===== config.mk =====
export PLATFORM = sky130hd
export DESIGN_NAME = shift_reg_ctrl
export DESIGN_NICKNAME = d
export VERILOG_FILES = /design/src/rtl/shift_reg_ctrl.sv
export SDC_FILE = /design/constraint.sdc
export NUM_CORES = 1
export LEC_CHECK = 0
export BUFFER_PORTS_ARGS = -buffer_cell sky130_fd_sc_hd__buf_2
export CORE_AREA = 8 8 45 47
export DETAILED_ROUTE_END_ITERATION = 7
export DIE_AREA = 0 0 53 55
export GPL_TIMING_DRIVEN = 0
export HOLD_SLACK_MARGIN = 0.15
export PLACE_DENSITY = 0.68
export SYNTH_ARGS = -nofsm -noshare
export SYNTH_HDL_FRONTEND = slang
export SYNTH_SLANG_ARGS = --single-unit

===== constraint.sdc =====
create_clock -name clk -period 1.55 [get_ports clk]
set_input_delay 0.31 -clock clk [delete_from_list [all_inputs] [get_ports clk]]
set_output_delay 0.31 -clock clk [all_outputs]
set_load 0.03 [all_outputs]

===== src/rtl/shift_reg_ctrl.sv =====
// Serial-to-parallel deserializer with a one-word output slot.
// The next word keeps shifting in while the slot holds a word that has not yet been consumed.
module shift_reg_ctrl #(
  parameter int WIDTH     = 4,
  parameter bit MSB_FIRST = 1'b1
) (
  input  logic                       clk,
  input  logic                       reset,
  input  logic                       x_i,
  input  logic                       x_valid_i,
  output logic                       x_ready_o,
  input  logic                       flush_i,
  output logic [WIDTH-1:0]           word_o,
  output logic                       word_valid_o,
  input  logic                       word_ready_i,
  output logic [$clog2(WIDTH):0]     bit_cnt_o
);

  localparam int            CW   = $clog2(WIDTH) + 1;
  localparam logic [CW-1:0] LAST = CW'(WIDTH - 1);

  typedef enum logic {
    EMPTY,
    FULL
  } state_t;

  state_t            r_state;
  state_t            w_state_nxt;
  logic [WIDTH-1:0]  r_sr;
  logic [WIDTH-1:0]  r_word;
  logic [CW-1:0]     r_cnt;
  logic [WIDTH-1:0]  w_shift;
  logic              w_accept;
  logic              w_last;

  assign w_shift = MSB_FIRST ? {r_sr[WIDTH-2:0], x_i} : {x_i, r_sr[WIDTH-1:1]};

  always_comb begin
    // The final bit is blocked only when the slot would still be occupied at the completing edge.
    x_ready_o   = !flush_i && !((r_cnt == LAST) && (r_state == FULL) && !word_ready_i);
    w_accept    = x_valid_i && x_ready_o;
    w_last      = w_accept && (r_cnt == LAST);
    w_state_nxt = r_state;
    case (r_state)
      EMPTY: if (w_last) w_state_nxt = FULL;
      FULL:  if (word_ready_i && !w_last) w_state_nxt = EMPTY;
      default: w_state_nxt = EMPTY;
    endcase
  end

  always_ff @(posedge clk) begin
    if (reset) begin
      r_state <= EMPTY;
      r_sr    <= '0;
      r_cnt   <= '0;
      r_word  <= '0;
    end else begin
      r_state <= w_state_nxt;
      if (flush_i) begin
        r_sr  <= '0;
        r_cnt <= '0;
      end else if (w_accept) begin
        r_sr  <= w_shift;
        r_cnt <= w_last ? '0 : r_cnt + CW'(1);
      end
      if (w_last) r_word <= w_shift;
    end
  end

  assign word_o       = r_word;
  assign word_valid_o = (r_state == FULL);
  assign bit_cnt_o    = r_cnt;

endmodule

# Word level (Yosys, flattened, before mapping)
# Index checks and enable logic that the tools add are counted.
dict set report op_classes {
  addsub 1
  eq_ne 1
  n_mux 4
  n_bitwise 1
  n_reduce_logical 11
}
# operator n
set ops {}
lappend ops {{$logic_and 1x1->1} 6}
lappend ops {{$logic_not 1->1} 4}
lappend ops {{$add 3x1->3 const B} 1}
lappend ops {{$eq 3x2->1 const B} 1}
lappend ops {{$mux 3} 1}
lappend ops {{$mux 1} 2}
lappend ops {{$pmux 1 s2} 1}
lappend ops {{$reduce_or 2->1} 1}
lappend ops {{$not 1->1} 1}
dict set report word_totals {
  reg_bits 11
  input_bits 6
  out_inout_bits 9
  elab_cells 22
}

# Longest topological paths before layout
# Gate-level depths: netlist (run 1).
dict set report depth {
  word_depth 11
  depth_mapped 4
  depth_no_buf 4
}

# Least setup slack after synthesis (run 1)
# OpenSTA, ideal clock, no wires.
dict set report synth_timing {
  kind {register to output}
  from {reg r_cnt[0] (netlist: bit_cnt_o[0])}
  to {out x_ready_o}
  arrival_time_ns 1.339
  required_ns 1.240
  setup_slack_ns -0.099
  stages_incl_launch_ff 4
  n_path_buf 0
  path_cell_list {dfxtp_1 -> ha_1 -> and2b_1 -> a21oi_1}
}
dict set report synth_via {
  elab_chain_cells 5
}
# item line
set synth_lines {}
lappend synth_lines {{start, declared} 31} ;# logic [CW-1:0] r_cnt;
lappend synth_lines {{start signal, assigned} 64} ;# r_cnt <= w_last ? '0 : r_cnt + CW'(1);
lappend synth_lines {{$eq 3x2->1} 40} ;# x_ready_o = !flush_i && !((r_cnt == LAST) && (r_state == FULL) && !word_ready_i);
lappend synth_lines {{$logic_and 1x1->1 (2 in series)} 40}
lappend synth_lines {{$logic_not 1->1} 40}
lappend synth_lines {{$logic_and 1x1->1} 40}
lappend synth_lines {{end, declared} 11} ;# output logic x_ready_o,
# Every way passes these cells.

# Worst setup path in the final report (run 1)
dict set report layout_timing {
  from {reg r_cnt[1] (netlist: bit_cnt_o[1])}
  to {out x_ready_o}
}
# Same word-level chain as after synthesis.

==> results of run 1 <==
==> worst register-to-register path, stage by stage (launching register included) <==
cell,delay [ps]
dfxtp_2,340
ha_4,150
and2b_2,190
buf_4,140
or4b_1,450
o21ai_0,80
==> worst paths after layout <==
kind,startpoint,slack (ps),end
worst max-delay path,bit_cnt_o[1],20,x_ready_o
worst min-delay path,x_valid_i,270,bit_cnt_o[2]
worst max register to register,bit_cnt_o[1],120,bit_cnt_o[0]
worst min register to register,bit_cnt_o[2],450,bit_cnt_o[2]
==> timing repair <==
action / in CTS / in global routing
endpoints found under the setup margin: 1 / 1
gates cloned: 0 / 0
buffers inserted: 2 / 0
resized for setup: 6 / 1
pin swaps: 1 / 1
==> layout by cell type, fill, tap and decap left out <==
| master | n |
|---|---|
| nand2b_4 | 1 |
| a21oi_1 | 1 |
| buf_4 | 2 |
| or4b_1 | 1 |
| o21ai_0 | 1 |
| mux2i_1 | 8 |
| and2b_1 | 1 |
| clkbuf_1 | 1 |
| nand2b_1 | 8 |
| nor3b_4 | 1 |
| buf_6 | 2 |
| a21oi_2 | 2 |
| dfxtp_2 | 2 |
| dfxtp_1 | 9 |
| and2b_2 | 1 |
| o21ba_1 | 1 |
| buf_2 | 12 |
| clkbuf_4 | 3 |
| nor2_4 | 1 |
| ha_4 | 1 |
| nand2_1 | 8 |
==> metrics by stage <==
stage                     setup slack, ps  instances  instance area [um2]  setup TNS (ps)
after global placement                145         77                  596               0
after CTS                           -21.8         83                  649           -21.8
final                                17.7         83                  659               0
after global routing                -26.4         83                  659           -26.4
after floorplan                      49.4         48                  510               0
after detailed placement              110         77                  596               0
==> per-layer routing <==
layer  vias up  part of all wire [%]  GRT usage [%]
li1        201                     -              -
met1       179                    44           7.98
met2        12                    43           10.2
met3         4                    10           2.94
met4         0                   2.9           6.47
met5         -                     0              0
==> Yosys cell counts <==
master / instances / area share (%)
a21oi_1: 2 / 2.0
a21oi_2: 1 / 1.7
and2b_1: 2 / 3.0
buf_6: 1 / 2.2
dfxtp_1: 11 / 43
ha_1: 1 / 2.5
mux2i_1: 8 / 16
nand2_1: 8 / 5.9
nand2b_1: 8 / 9.9
nand2b_4: 1 / 2.7
nor2_4: 1 / 2.2
nor3b_4: 1 / 3.7
o21ai_0: 1 / 0.99
o21ba_1: 1 / 2.0
or4b_1: 1 / 2.0
==> where the power goes <==
part / internal (W) / switching (W)
clock: 0.0000994 / 0.0000933
sequential: 0.000284 / 0.00000154
combinational: 0.0000228 / 0.0000239
==> layout make-up <==
class / instances / area, um2 / area share [%]
Tap cell: 16 / 20.0 / 3.04
Multi-Input combinational cell: 36 / 293 / 44.4
Buffer: 1 / 11.3 / 1.71
Clock buffer: 4 / 26.3 / 3.98
Timing Repair Buffer: 15 / 86.3 / 13.1
Sequential cell: 11 / 223 / 33.8
==> logic make-up (layout without fill, tap and decap cells) <==
family	Yosys count	count (layout)	synth area share (%)
and+or+nand+nor	22	22	29.4
DFF	11	11	43.5
muxes	8	8	15.8
AOI/OAI and AO/OA	5	5	6.67
adders and majority gates	1	1	2.47
buffers and inverters	1	20	2.22
==> registers in the layout (all words and copies together), names as in the netlist <==
register,flops
bit_cnt_o,3
r_sr,3
word_o,4
word_valid_o,1
==> flow_summary.json, run 1 <==
{
  "cp_max_fo": 3,
  "initial_utilization_pct": 36.6,
  "grt_usage_pct": 7.13,
  "drt_first_pass_iters": 1,
  "gp_congestion": 0.655,
  "clock_sinks": 11,
  "rows": 14,
  "clock_path_buffers": 2,
  "design.core.area_mm2": 0.00138,
  "crit_cells": 4,
  "die-height_um": 55,
  "synth_cells": 48,
  "holdWs_ps": 266,
  "yosysWarnings": 0,
  "drive_gt1_share_pct": 41.8,
  "setup.worst_path.end_class": "primary output",
  "hold_class": "input port to flop",
  "clock.fmax_mhz": 653,
  "worstPathBufferInverterCount": 1,
  "fin_nets": 75,
  "path_cells": "ha_4 > and2b_2 > a21oi_2 > buf_6",
  "diodes": 0,
  "netlist_area_um2": 507,
  "tritoncts": "built",
  "worst_path_dominant_cell_family": "flip-flops",
  "leakagePower_nw": 0.281,
  "cts_made_buffers": 3,
  "outcome": "finished, final reports clean",
  "syn_avg_cell_area_um2": 10.6,
  "portBuffers": 13,
  "h-tree-depth": 1,
  "p_per_area_mw_per_mm2": 797,
  "start_kind": "flop",
  "grt_max_degree": 11,
  "period_minus_slack_ps": 1530,
  "worst_slew_pin_slew_ps": 349,
  "slew_viol_final": 0,
  "post-route-util_pct": 47.6,
  "crit_type": "flop to primary output",
  "critPathMaxStageDelay_ps": 340,
  "ys_ff_latch": 11,
  "wl_per_cell_um": 11.3,
  "vias_per_cell": 4.77,
  "cpMaxStageDelayCell": "dfxtp_2",
  "maxCapViolCount": 0,
  "worstSkewPairLatency_ps": 260,
  "grt_first_pass_wirelength_mm": 1.50,
  "arrival_ps": 1220,
  "postRouteAntennaNets": 0,
  "grt_pass1_vias": 345,
  "skew_ps": 3.24,
  "place_hpwl_um": 709,
  "dieArea_mm2": 0.00292,
  "syn_to_final_growth_pct": 30.1,
  "peakVddDrop_uv": 306,
  "relSlewSlack_pct": 76.7,
  "rsz0062_at_grt": "yes",
  "postCtsHoldBufs": 0,
  "clkSlewWorstSetupHoldPaths_ps": 70,
  "finalSetupViolCount": 0,
  "num_vias": 396,
  "p_total_w": 0.000525,
  "routed_wl_um": 934,
  "synth_cell_types": 15,
  "ios": 15,
  "syn_nets": 55,
  "cts_root_buffer": "clkbuf_4",
  "drt_iter0_drc": 0,
  "die_w_um": 53,
  "hold_viol_final": 0,
  "hold_path_depth": 2,
  "ys_seq_area_share_pct": 43.5,
  "drc_errors": 0,
  "fin_crit_sh_pct": 98.9,
  "ff2ff_path_depth": 5,
  "required_ps": 1240,
  "fill_cells": 136,
  "grt_remaining_overflow": 0,
  "antenna_found_initial": 0
}
(Power assumes the default switching activity.)
==> run 2: changes to the inputs <==
--- a/config.mk
+++ b/config.mk
@@ -9,9 +9,9 @@
 export CORE_AREA = 8 8 45 47
 export DETAILED_ROUTE_END_ITERATION = 7
 export DIE_AREA = 0 0 53 55
-export GPL_TIMING_DRIVEN = 0
 export HOLD_SLACK_MARGIN = 0.15
 export PLACE_DENSITY = 0.68
+export REMOVE_ABC_BUFFERS = 1
 export SYNTH_ARGS = -nofsm -noshare
 export SYNTH_HDL_FRONTEND = slang
 export SYNTH_SLANG_ARGS = --single-unit
==> run 2 against run 1 <==
The run now ends with negative setup slack left. Clock skew about the same. Non-clock buffer count increased by 1. Via count increased by 2.0%. Hold slack got worse by 13 ps. Total power increased by 3.2%. Critical path type unchanged. Largest cell class unchanged. Largest power group unchanged.
==> flow_summary.json, run 2 (synthesized netlist as in run 1, its figures left out) <==
{
  "diodes": 0,
  "design.core.area_mm2": 0.00138,
  "pre_cts_slack_ps": 160,
  "critPathMaxStageDelay_ps": 340,
  "drt_iter0_drc": 4,
  "grt_max_degree": 11,
  "outcome": "complete, but fails checks",
  "skew_ps": 2.89,
  "drc_errors": 0,
  "portBuffers": 14,
  "finalSetupViolCount": 1,
  "num_vias": 404,
  "netSwitchingPower_w": 0.000135,
  "rows": 14,
  "final_common_cell": "buf_2",
  "grt_usage_pct": 9.43,
  "place_hpwl_um": 781,
  "worst_path_dominant_cell_family": "flip-flops",
  "p_sw_share_pct": 24.9,
  "rsz0062_at_grt": "yes",
  "h-tree-depth": 1,
  "start_kind": "flop",
  "grt_pass1_vias": 407,
  "clock_path_buffers": 2,
  "postLayoutSetupSlackWorst_ps": -11.9,
  "grt_util_met2_pct": 14.5,
  "violations": "negative setup slack",
  "p_comb_share_pct": 9.0,
  "fill_cells": 136,
  "hold_viol_final": 0,
  "hold_class": "input port to flop",
  "seqCellArea_um2": 223,
  "holdWs_ps": 253,
  "pwr-share-clk_pct": 38.3,
  "drt_first_pass_iters": 4,
  "gp_congestion": 0.674,
  "grt_remaining_overflow": 0,
  "tritoncts": "built",
  "cts_root_buffer": "clkbuf_4",
  "die_w_um": 53,
  "power.internal_w": 0.000407,
  "fin_setup_tns_ps": -11.9,
  "fin_crit_sh_pct": 101,
  "cts_made_buffers": 3,
  "cpMaxStageDelayCell": "dfxtp_2",
  "multi_input_area_um2": 293,
  "syn_to_final_growth_pct": 30.4,
  "slew_viol_final": 0,
  "maxCapViolCount": 0,
  "wl_per_cell_um": 13.7,
  "peakVddDrop_uv": 393,
  "worstPathBufferInverterCount": 1,
  "setup.worst_path.end_class": "primary output",
  "required_ps": 1240,
  "drive_gt1_share_pct": 42.6,
  "postRouteAntennaNets": 0,
  "worst_slew_pin_slew_ps": 350,
  "p_total_w": 0.000542,
  "p_per_area_mw_per_mm2": 821,
  "grt_first_pass_wirelength_mm": 1.92,
  "largest_reg_flops": 4,
  "clkSlewWorstSetupHoldPaths_ps": 70,
  "ios": 15,
  "cp_max_fo": 3,
  "vias_per_cell": 4.81,
  "grt_use_met3_pct": 2.14,
  "clock.fmax_mhz": 640,
  "path_cells": "ha_4 > and2b_2 > a21oi_2 > buf_6",
  "leakagePower_nw": 0.284,
  "period_minus_slack_ps": 1560,
  "routed_wl_mm": 1.15,
  "arrival_ps": 1250,
  "place_area_um2": 593,
  "grtUsageMet1_pct": 9.68,
  "die-height_um": 55,
  "fin_nets": 76,
  "dieArea_mm2": 0.00292,
  "p_seq_share_pct": 52.7,
  "clock_sinks": 11,
  "crit_type": "flop to primary output",
  "antenna_found_initial": 0,
  "relSlewSlack_pct": 76.6,
  "worstSkewPairLatency_ps": 280,
  "postCtsHoldBufs": 0,
  "top_usage_layer": "met2",
  "most-common-layout-cells": "buf_2, dfxtp_1, nand2_1, mux2i_1, nand2b_1",
  "final_cell_area_um2": 661,
  "initial_utilization_pct": 36.6
}
## run 2: cell types whose count changed in the layout (fill, tap and decap cells not counted)
cell,change
buf_2,+1
buf_4,+1
buf_6,-1
## run 2: final timing paths
path	start	end	slack [ps]	cells after the start
worst min-delay path	x_valid_i	bit_cnt_o[2]	250	2
worst max register to register	bit_cnt_o[1]	bit_cnt_o[0]	70	5
worst min register to register	bit_cnt_o[2]	bit_cnt_o[2]	480	2
worst max-delay path	bit_cnt_o[1]	x_ready_o	-10	4
## run 2: layer usage
metal | vias to the layer above | wire (um)
li1 | 204 | -
met1 | 184 | 462
met2 | 11 | 565
met3 | 5 | 67
met4 | 0 | 59
met5 | - | 0
## run 2: stage by stage
| stage | util [%] | std cells |
|---|---|---|
| finish | 47.7 | 84 |
| global route | 47.7 | 84 |
| CTS | 47.0 | 84 |
| detailed placement | 42.9 | 78 |
| global placement | 42.9 | 78 |
| floorplan | - | 47 |
## run 2: power by group through the flow
stage	registers (W)	logic [W]	clock network, W
after floorplan	0.000294	0.0000226	0
after global placement	0.000292	0.0000432	0
after detailed placement	0.000292	0.0000438	0
after CTS	0.000285	0.0000482	0.000210
after global routing	0.000286	0.0000531	0.000225
final	0.000286	0.0000487	0.000208
## run 2: area by class of cell
class,count,share of cell area (%)
sequential,11,33.7
multi-input combinational,36,44.3
timing repair buffer,17,15.0
tap,16,3.03
clock buffer,4,3.98
## run 2: timing repair
action                                 in CTS  in global routing
buffers inserted                            2                  0
endpoints found under the hold margin       0                  0
pin swaps                                   1                  1
setup endpoints to repair                   1                  2
gates resized for setup                     7                  1
gates cloned                                0                  0
==> run 3: changes to the inputs <==
--- a/config.mk
+++ b/config.mk
@@ -6,9 +6,9 @@
 export NUM_CORES = 1
 export LEC_CHECK = 0
 export BUFFER_PORTS_ARGS = -buffer_cell sky130_fd_sc_hd__buf_2
-export CORE_AREA = 8 8 45 47
+export CORE_AREA = 2 2 39 41
 export DETAILED_ROUTE_END_ITERATION = 7
-export DIE_AREA = 0 0 53 55
+export DIE_AREA = 0 0 41 43
 export HOLD_SLACK_MARGIN = 0.15
 export PLACE_DENSITY = 0.68
 export REMOVE_ABC_BUFFERS = 1
==> run 3 against run 2 <==
The run still ends with negative setup slack left. Combinational power about the same. Design area up 2.3%. Non-clock buffer count up 2. Clock skew up 2.2 ps. Utilization up 1.1 points.
==> flow_summary.json, run 3 (synthesized netlist as in run 1, its figures left out) <==
{
  "tritoncts": "built",
  "dieArea_mm2": 0.00176,
  "rsz0062_at_grt": "yes",
  "design.core.area_mm2": 0.00138,
  "clock.fmax_mhz": 645,
  "cpMaxStageDelayCell": "dfxtp_2",
  "h-tree-depth": 1,
  "worst_slew_pin_slew_ps": 370,
  "p_seq_share_pct": 54.4,
  "fin_crit_sh_pct": 100,
  "worst_path_dominant_cell_family": "flip-flops",
  "antenna_found_initial": 0,
  "clock_sinks": 11,
  "cts_made_buffers": 3,
  "skew_ps": 5.13,
  "worstSkewPairLatency_ps": 260,
  "maxCapViolCount": 0,
  "netSwitchingPower_w": 0.000119,
  "multi_input_area_um2": 293,
  "crit_type": "flop to primary output",
  "diodes": 0,
  "place_area_um2": 593,
  "p_comb_share_pct": 9.3,
  "most-common-layout-cells": "buf_2, dfxtp_1, nand2_1, mux2i_1, nand2b_1",
  "pre_cts_slack_ps": 166,
  "setup.worst_path.end_class": "primary output",
  "final_cell_area_um2": 676,
  "grt_max_degree": 11,
  "clkSlewWorstSetupHoldPaths_ps": 70,
  "final_common_cell": "buf_2",
  "syn_to_final_growth_pct": 33.3,
  "holdWs_ps": 278,
  "grt_pass1_vias": 386,
  "peakVddDrop_uv": 476,
  "finalSetupViolCount": 1,
  "critPathMaxStageDelay_ps": 340,
  "largest_reg_flops": 4,
  "p_sw_share_pct": 22.6,
  "initial_utilization_pct": 36.6,
  "start_kind": "flop",
  "place_hpwl_um": 634,
  "crit_start": "bit_cnt_o[1]",
  "violations": "negative setup slack",
  "postRouteAntennaNets": 0,
  "required_ps": 1240,
  "hold_viol_final": 0,
  "wl_per_cell_um": 11.2,
  "pwr-share-clk_pct": 36.3,
  "postLayoutSetupSlackWorst_ps": -0.228,
  "r2r-start": "bit_cnt_o[1]",
  "leakagePower_nw": 0.295,
  "seqCellArea_um2": 223,
  "power.internal_w": 0.000407,
  "worst_hold_startpoint": "x_valid_i",
  "postCtsHoldBufs": 0,
  "rows": 14,
  "cts_root_buffer": "clkbuf_4",
  "cp_max_fo": 2,
  "slew_viol_final": 0,
  "vias_per_cell": 4.62,
  "path_cells": "ha_4 > and2b_2 > a21oi_2 > buf_6",
  "routed_wl_um": 962,
  "fin_nets": 78,
  "fill_cells": 129,
  "hold_class": "input port to flop",
  "worstPathBufferInverterCount": 1,
  "outcome": "complete, but fails checks",
  "grt_first_pass_wirelength_mm": 1.46,
  "die_w_um": 41,
  "drt_first_pass_iters": 4,
  "r2r_slack_ps": 70,
  "grt_remaining_overflow": 0,
  "p_per_area_mw_per_mm2": 777,
  "clock_path_buffers": 2,
  "drive_gt1_share_pct": 44.3,
  "period_minus_slack_ps": 1550,
  "gp_congestion": 0.740,
  "grt_usage_pct": 12.1,
  "arrival_ps": 1240,
  "drt_iter0_drc": 2,
  "ios": 15,
  "die-height_um": 43,
  "portBuffers": 14,
  "relSlewSlack_pct": 75.3,
  "drc_errors": 0,
  "num_vias": 397
}
## run 3: cell types whose count changed in the layout (fill, tap and decap cells not counted)
cell	before	now
buf_4	3	5
## run 3: timing repair
action	CTS	global route
buffers inserted	3	1
gates resized for setup	7	1
gates cloned	0	0
endpoints found under the setup margin	1	4
pin swaps	1	2
## run 3: layer usage
layer / GRT usage, % / up-vias / wire, um
li1: - / 205 / -
met1: 14.0 / 182 / 440
met2: 19.4 / 8 / 468
met3: 3.14 / 2 / 35
met4: 6.00 / 0 / 17
met5: 0 / - / 0
## run 3: cell type report
type	count	share of cell area [%]
multi-input cells	36	43.3
well taps	16	2.96
repair buffers	19	16.9
clock buffers	4	3.89
flip-flops and latches	11	33.0
## run 3: through the flow
stage	utilization (%)	instances	total power, W	setup TNS (ps)
global route	48.8	86	0.000547	-31.7
global placement	42.9	78	0.000335	0
CTS	47.6	85	0.000529	-4.25
floorplan	-	47	0.000317	-98.6
finish	48.8	86	0.000525	-0.228
detailed placement	42.9	78	0.000335	0
## run 3: path summary, 6_finish.rpt
check,end,cells after the start
worst max-delay path,x_ready_o,4
worst min-delay path,bit_cnt_o[2],2
worst max register to register,bit_cnt_o[0],5
worst min register to register,r_sr[2],2
## run 3: power by group through the flow
stage / logic (W) / registers (W) / clock network (W)
floorplan: 0.0000226 / 0.000294 / 0
global placement: 0.0000433 / 0.000292 / 0
detailed placement: 0.0000432 / 0.000292 / 0
CTS: 0.0000479 / 0.000285 / 0.000196
global route: 0.0000521 / 0.000286 / 0.000209
finish: 0.0000489 / 0.000286 / 0.000190
